### src/rtl/tbb1143_bus_writer.sv
// Queues {addr,data} register writes (4 deep) and plays each out as three nibble strobes on A0/D/WR.
// Latency: pop one edge after push, WR high two edges after push; cmd_ready low only while the queue is full.
module tbb1143_bus_writer #(
  parameter int WR_PULSE = 2,
  parameter int HOLD_CYC = 1
) (
  input  logic       CLK,
  input  logic       RST,
  input  logic       cmd_valid,
  output logic       cmd_ready,
  input  logic [3:0] cmd_addr,
  input  logic [7:0] cmd_data,
  output logic       A0,
  output logic [3:0] D,
  output logic       WR,
  output logic       busy
);

  typedef struct packed {
    logic [3:0] addr;
    logic [7:0] data;
  } cmd_t;

  typedef enum logic [1:0] {IDLE, SETUP, STROBE, HOLD} state_t;

  cmd_t       fifo_q [4];
  logic [1:0] wr_ptr_q, rd_ptr_q;
  logic [2:0] count_q;
  logic       push, pop;
  cmd_t       head;

  state_t     state_q, state_d;
  logic [1:0] n_q, n_d;
  logic [3:0] cnt_q, cnt_d;
  cmd_t       cmd_q, cmd_d;
  logic       a0_q, a0_d;
  logic [3:0] d_q, d_d;
  logic       wr_q, wr_d;

  function automatic logic [4:0] nibble(input cmd_t c, input logic [1:0] n);
    case (n)
      2'd0:    nibble = {1'b0, c.addr};
      2'd1:    nibble = {1'b1, c.data[3:0]};
      default: nibble = {1'b1, c.data[7:4]};
    endcase
  endfunction

  assign cmd_ready = (count_q < 3'd4);
  assign push      = cmd_valid && cmd_ready;
  assign pop       = (state_q == IDLE) && (count_q != 3'd0);
  assign head      = fifo_q[rd_ptr_q];
  assign busy      = (count_q != 3'd0) || (state_q != IDLE);

  always_ff @(posedge CLK) begin
    if (!RST) begin
      wr_ptr_q <= 2'd0;
      rd_ptr_q <= 2'd0;
      count_q  <= 3'd0;
    end else begin
      if (push) wr_ptr_q <= wr_ptr_q + 2'd1;
      if (pop)  rd_ptr_q <= rd_ptr_q + 2'd1;
      case ({push, pop})
        2'b10:   count_q <= count_q + 3'd1;
        2'b01:   count_q <= count_q - 3'd1;
        default: count_q <= count_q;
      endcase
    end
  end

  // Storage needs no reset: the pointers alone decide what is valid.
  always_ff @(posedge CLK) begin
    if (RST && push) fifo_q[wr_ptr_q] <= '{addr: cmd_addr, data: cmd_data};
  end

  always_comb begin
    state_d = state_q;
    n_d     = n_q;
    cnt_d   = cnt_q;
    cmd_d   = cmd_q;
    a0_d    = a0_q;
    d_d     = d_q;
    case (state_q)
      IDLE: begin
        if (pop) begin
          cmd_d       = head;
          n_d         = 2'd0;
          {a0_d, d_d} = nibble(head, 2'd0);
          state_d     = SETUP;
        end
      end
      SETUP: begin
        cnt_d   = 4'(WR_PULSE - 1);
        state_d = STROBE;
      end
      STROBE: begin
        if (cnt_q == 4'd0) begin
          cnt_d   = 4'(HOLD_CYC - 1);
          state_d = HOLD;
        end else begin
          cnt_d = cnt_q - 4'd1;
        end
      end
      HOLD: begin
        if (cnt_q != 4'd0) begin
          cnt_d = cnt_q - 4'd1;
        end else if (n_q < 2'd2) begin
          // Bus only moves here, with WR already low for HOLD_CYC cycles.
          n_d         = n_q + 2'd1;
          {a0_d, d_d} = nibble(cmd_q, n_q + 2'd1);
          state_d     = SETUP;
        end else begin
          state_d = IDLE;
        end
      end
      default: state_d = IDLE;
    endcase
    wr_d = (state_d == STROBE);
  end

  always_ff @(posedge CLK) begin
    if (!RST) begin
      state_q <= IDLE;
      n_q     <= 2'd0;
      cnt_q   <= 4'd0;
      cmd_q   <= '0;
      a0_q    <= 1'b0;
      d_q     <= 4'd0;
      wr_q    <= 1'b0;
    end else begin
      state_q <= state_d;
      n_q     <= n_d;
      cnt_q   <= cnt_d;
      cmd_q   <= cmd_d;
      a0_q    <= a0_d;
      d_q     <= d_d;
      wr_q    <= wr_d;
    end
  end

  assign A0 = a0_q;
  assign D  = d_q;
  assign WR = wr_q;

endmodule
### config.mk
export PLATFORM = sky130hd
export DESIGN_NAME = tbb1143_bus_writer
export DESIGN_NICKNAME = d
export VERILOG_FILES = /design/src/rtl/tbb1143_bus_writer.sv
export SDC_FILE = /design/constraint.sdc
export NUM_CORES = 1
export LEC_CHECK = 0
export ABC_CLOCK_PERIOD_IN_PS = 5700
export BUFFER_PORTS_ARGS = -buffer_cell sky130_fd_sc_hd__buf_4
export CELL_PAD_IN_SITES_DETAIL_PLACEMENT = 1
export CELL_PAD_IN_SITES_GLOBAL_PLACEMENT = 2
export CORE_MARGIN = 3
export CORE_UTILIZATION = 45
export CTS_CLUSTER_DIAMETER = 60
export DETAILED_ROUTE_END_ITERATION = 12
export PLACE_DENSITY_LB_ADDON = 0.1
export SLEW_MARGIN = 0
export SYNTH_ARGS = -nofsm -noshare
export SYNTH_HDL_FRONTEND = slang
export SYNTH_SLANG_ARGS = --single-unit
### constraint.sdc
create_clock -name CLK -period 5.7 [get_ports CLK]
set_input_delay 1.425 -clock CLK [delete_from_list [all_inputs] [get_ports CLK]]
set_output_delay 1.425 -clock CLK [all_outputs]
set_load 0.01 [all_outputs]
Yosys cells after proc, flatten, opt, wreduce, memory -nomap -nowiden
Memory sizes are Yosys's and may differ from the RTL's. A register that Yosys moved wholly into a read port is not among the register bits.
Index checks and enable logic that the tools add are counted.
- add/sub/neg operators: 6
- $lt $le $gt $ge: 2
- eq/ne operators: 11
- mux-type cells: 26
- reductions and logical operators: 16
- operator list (cell ; count):
    4-bit 2-to-1 mux ; 5
    2-bit 2-to-1 mux ; 8
    4-bit case mux with 3 select lines ; 1
    5-bit case mux with 2 select lines ; 1
    2-bit == test, second input constant ; 4
    2-bit != test, second input constant ; 4
    2-bit case mux with 4 select lines ; 1
    4-bit case mux with 2 select lines ; 1
    2-bit by 1-bit adder with 2-bit output, second input constant ; 3
    2-bit by 1-bit == test with 1-bit output, second input constant ; 3
    1-bit 2-to-1 mux ; 6
    3-bit case mux with 2 select lines ; 1
    2-bit nonzero test ; 3
    3-bit nonzero test ; 2
    2-bit logical NOT ; 2
    4-bit logical NOT ; 1
    2-bit case mux with 2 select lines ; 1
    2-bit AND reduction ; 2
    4-bit AND reduction ; 1
    4-bit nonzero test ; 1
    4-bit by 1-bit subtractor with 4-bit output, second input constant ; 1
    3-bit by 1-bit adder with 3-bit output, second input constant ; 1
    1-bit logical AND ; 3
    3-bit less-than comparator, second input constant ; 1
    other kinds (4) ; 4
- flip-flop bits (word level): 33
- RAM bits: 48
- bits of input ports: 15
- memories: 1
- memories (memory ; depth ; width ; read ports ; clocked after Yosys merged registers in ; wr ports ; line ; source):
    fifo_q ; 4 ; 12 ; 1 ; 1 ; 1 ; 26 ; cmd_t fifo_q [4];

Logic depth before layout (Yosys ltp)
- depth in word-level cells: 6
- gate-level depth with buffers: 11
- depth with buffers taken out: 10

Least setup slack after synthesis
Ideal clock, no wire load.
- path type: in2reg
- start point: input port cmd_valid
- end point: register count_q[2]
- library setup time: 0.070 ns
- data arrival time: 3.061 ns
- slack: 2.568 ns
- stages: 9
- cell sequence: and2b_2 > clkbuf_1 > inv_1 > ha_1 > inv_1 > fa_1 > xor2_1 > or3_2 > a21oi_1
- longest elaborated chain between the ends: 3
- elaborated cells on any way between the ends: 5
- ends and longest elaborated chain (item ; line ; source):
    start: declaration ; 9 ; input logic cmd_valid,
    1-bit logical AND * ; 49 ; assign push = cmd_valid && cmd_ready;
    2-bit by 1-bit == test with 1-bit output / 2-bit == test (equally long branches) ; 62 ; case ({push, pop})
    3-bit case mux with 2 select lines / 2-bit nonzero test (equally long branches) ; - ;
    end signal: assignment ; 63 ; 2'b10: count_q <= count_q + 3'd1;
    end signal: assignment ; 64 ; 2'b01: count_q <= count_q - 3'd1;
    end signal: assignment ; 65 ; default: count_q <= count_q;
    end: declaration ; 28 ; logic [2:0] count_q;
Mark *: on every way between the ends. The rest lies on a longest branch, timed or not.
A chain may end at the register's enable or synchronous reset.

Worst setup path in the final report
- start point: register state_q[0]
- end point: output port busy
- longest elaborated chain between the ends: 2
- ends and longest elaborated chain (item ; line ; source):
    start: declaration ; 32 ; state_t state_q, state_d;
    start signal: assignment ; 130 ; state_q <= state_d;
    2-bit nonzero test ; 52 ; assign busy = (count_q != 3'd0) || (state_q != IDLE);
    1-bit logical OR ; 52 ;
    end: declaration ; 16 ; output logic busy
No other way between the ends.

==> reports/metrics.cfg <==
[clock_tree]
clk_pin_slew_ps=90
post_cts_buffers=0
clock_latency_ps=360
ctsHtreeMaxLevel=3
clock_path_buffers=2
cts_hold_buf=0
cts.sinks=83
clockRootBuffer=clkbuf_8
cts_buffers=9
tritoncts=done
cts_resized=0

[die]
start_util_pct=47.4
core_um2=7410
io_pins=23
fp.dieH_um=94.4
die_x_um=94.4
dieArea_um2=8900
row_count=31

[setup_path]
critPathKind=reg -> out
worstReg2RegStart=state_q[0]
crit_arrival_ps=1660
path_cells=inv_1, ha_1, nor4b_4, inv_1, buf_4
slowest_delay_ps=370
cp-start-kind=flip-flop
cp.buffers_inverters=3
worst_path_most_repeated_cell=inv_1
crit_path_start=state_q[0]
cpLargestDelayFamily=simple AND/OR/NAND/NOR gates
worst_path_max_delay_cell=nor4b_4
end_kind=output pin
cp.required_ps=4280
cp_max_fo=4

[synth]
synth.distinct_cells=43
syn_area_um2=3510
synth_edf_count=48
syn-num-nets=298
ys_ff_latch=83
ys_warn_count=0
synthCells=268
syn_avg_cell_area_um2=13.1
synthArstFlopShare_pct=0
ys_seq_area_share_pct=61.0
ys.flop_type=edfxtp_1

[grt]
antenna_found_initial=0
grt_max_degree=29
grtUsageTotal_pct=16.5
grt_pass1_wl_mm=11.1
grt_overflow=0
grt_pass1_vias=2182

[job]
max-cap-violations=0

[route]
drt_iter0_markers=78
viasPerCell=5.33
drt_first_pass_iters=4
drc=0
routed_wl_mm=6.57
wl_per_cell_um=16.6
vias=2104
antenna_left=0

[finish]
areaGrowthSynthToFinish_pct=12.2
most-common-layout-cells=edfxtp_1 (48), dfxtp_1 (35), nand2_1 (33), a21oi_1 (25), buf_4 (22)
multi_input_area_um2=1260
nets=321
seq_area_um2=2140
drive_above_1_share_pct=18.2
fillCellCount=778
final_util_pct=53.2
final_common_cell=edfxtp_1
diodes=0

[timing]
fin_hold_ws_ps=461
rsz0062_at_grt=false
setup_violations=0
fin_crit_sh_pct=54.1
finalSetupTns_ps=0
hold_violations=0
tightest_slew_ps=693
max_clock_freq_ghz=0.324
finalWorstSetupSlack_ps=2620
period_needed_ps=3080
slew_violations=0
skew_ps=13.0
slew_headroom_pct=53.8

[min_path]
hold_start=cmd_q[4]
hold_class=reg -> reg

[power_and_ir_drop]
p_comb_share_pct=32.8
powerDensity_nw_per_um2=466
ir_drop_mv=0.185
pwr-share-clk_pct=22.3
seq_power_share_pct=45.0
p_sw_share_pct=36.4
p_int_uw=1170
p_switching_uw=669
p_leak_uw=0.00140

[place]
place_ws_ps=2440
io_buffers=22
gp_congestion=0.760
dp_hpwl_mm=4.44

[status]
status=finished clean

tightest hold or removal path: stages (launching register included):
cell	delay, ps
dfxtp_1	320
nand2_1	50
a21oi_1	50
area by class of cell:
type / count / area share [%]
Clock inverter: 7 / 1.68
Tap cell: 99 / 3.14
Multi-Input combinational cell: 158 / 31.9
Sequential cell: 83 / 54.3
Timing Repair Buffer: 22 / 4.19
Inverter: 17 / 1.62
Clock buffer: 9 / 3.14
final timing paths:
check / end / slack (ps) / cells past startpoint
max: busy / 2620 / 5
min: cmd_q[4] / 460 / 2
max reg2reg: count_q[2] / 3020 / 10
min reg2reg: cmd_q[4] / 460 / 2
metrics by stage:
stage	cells	power, uW	instance area (um^2)
after floorplan	268	1280	3510
after global placement	379	1440	3750
after detailed placement	379	1450	3750
after CTS	395	1870	3940
after global routing	395	1980	3940
final	395	1840	3940
state kept, by name (all words and copies together), names as in the netlist, named ones only:
signal and cells:
WR 1, state_q 2, cnt_q 4, wr_ptr_q 2
cmd_q 12, D 4, fifo_q 48, rd_ptr_q 2
n_q 2, count_q 3, A0 1
synth_stat cells (3+ instances only):
library cell,instances,share of area (%)
a211oi_1,5,1.1
a21oi_1,25,3.6
a22oi_1,5,1.1
and3_1,4,0.71
buf_2,5,0.71
dfxtp_1,35,20
edfxtp_1,48,41
ha_1,14,5.0
inv_1,15,1.6
mux4_1,7,5.2
mux4_2,5,3.2
nand2_1,33,3.5
nor2_1,16,1.7
o211ai_1,4,0.85
o21ai_0,11,1.6
xor2_1,3,0.75
routing by layer:
metal | wire length (um) | global-route usage, % | vias up
met3 | 204 | 5.02 | 4
met1 | 3210 | 21.5 | 1031
li1 | - | - | 1037
met5 | 0 | 0 | -
met2 | 3110 | 26.7 | 32
met4 | 42 | 5.05 | 0
power by group through the flow:
stage	logic [uW]	clock network, uW	registers (uW)
2_1_floorplan	466	0	814
5_1_grt	686	450	842
6_report	602	409	826
4_1_cts	615	421	829
3_5_place_dp	612	0	843
3_3_place_gp	597	0	839
cell families (layout without fill, tap and decap cells):
| logic type | count (synthesis) | count (layout) | share of synthesized area, % |
|---|---|---|---|
| muxes | 13 | 13 | 8.73 |
| and+or+nand+nor | 68 | 68 | 9.51 |
| adders and majority gates | 15 | 15 | 5.56 |
| buffers and inverters | 27 | 55 | 3.28 |
| xor gates and xnor gates | 5 | 5 | 1.25 |
| AOI/OAI and AO/OA | 57 | 57 | 10.7 |
| DFF | 83 | 83 | 61.0 |
Note: power is estimated with default switching activity, not from simulation.
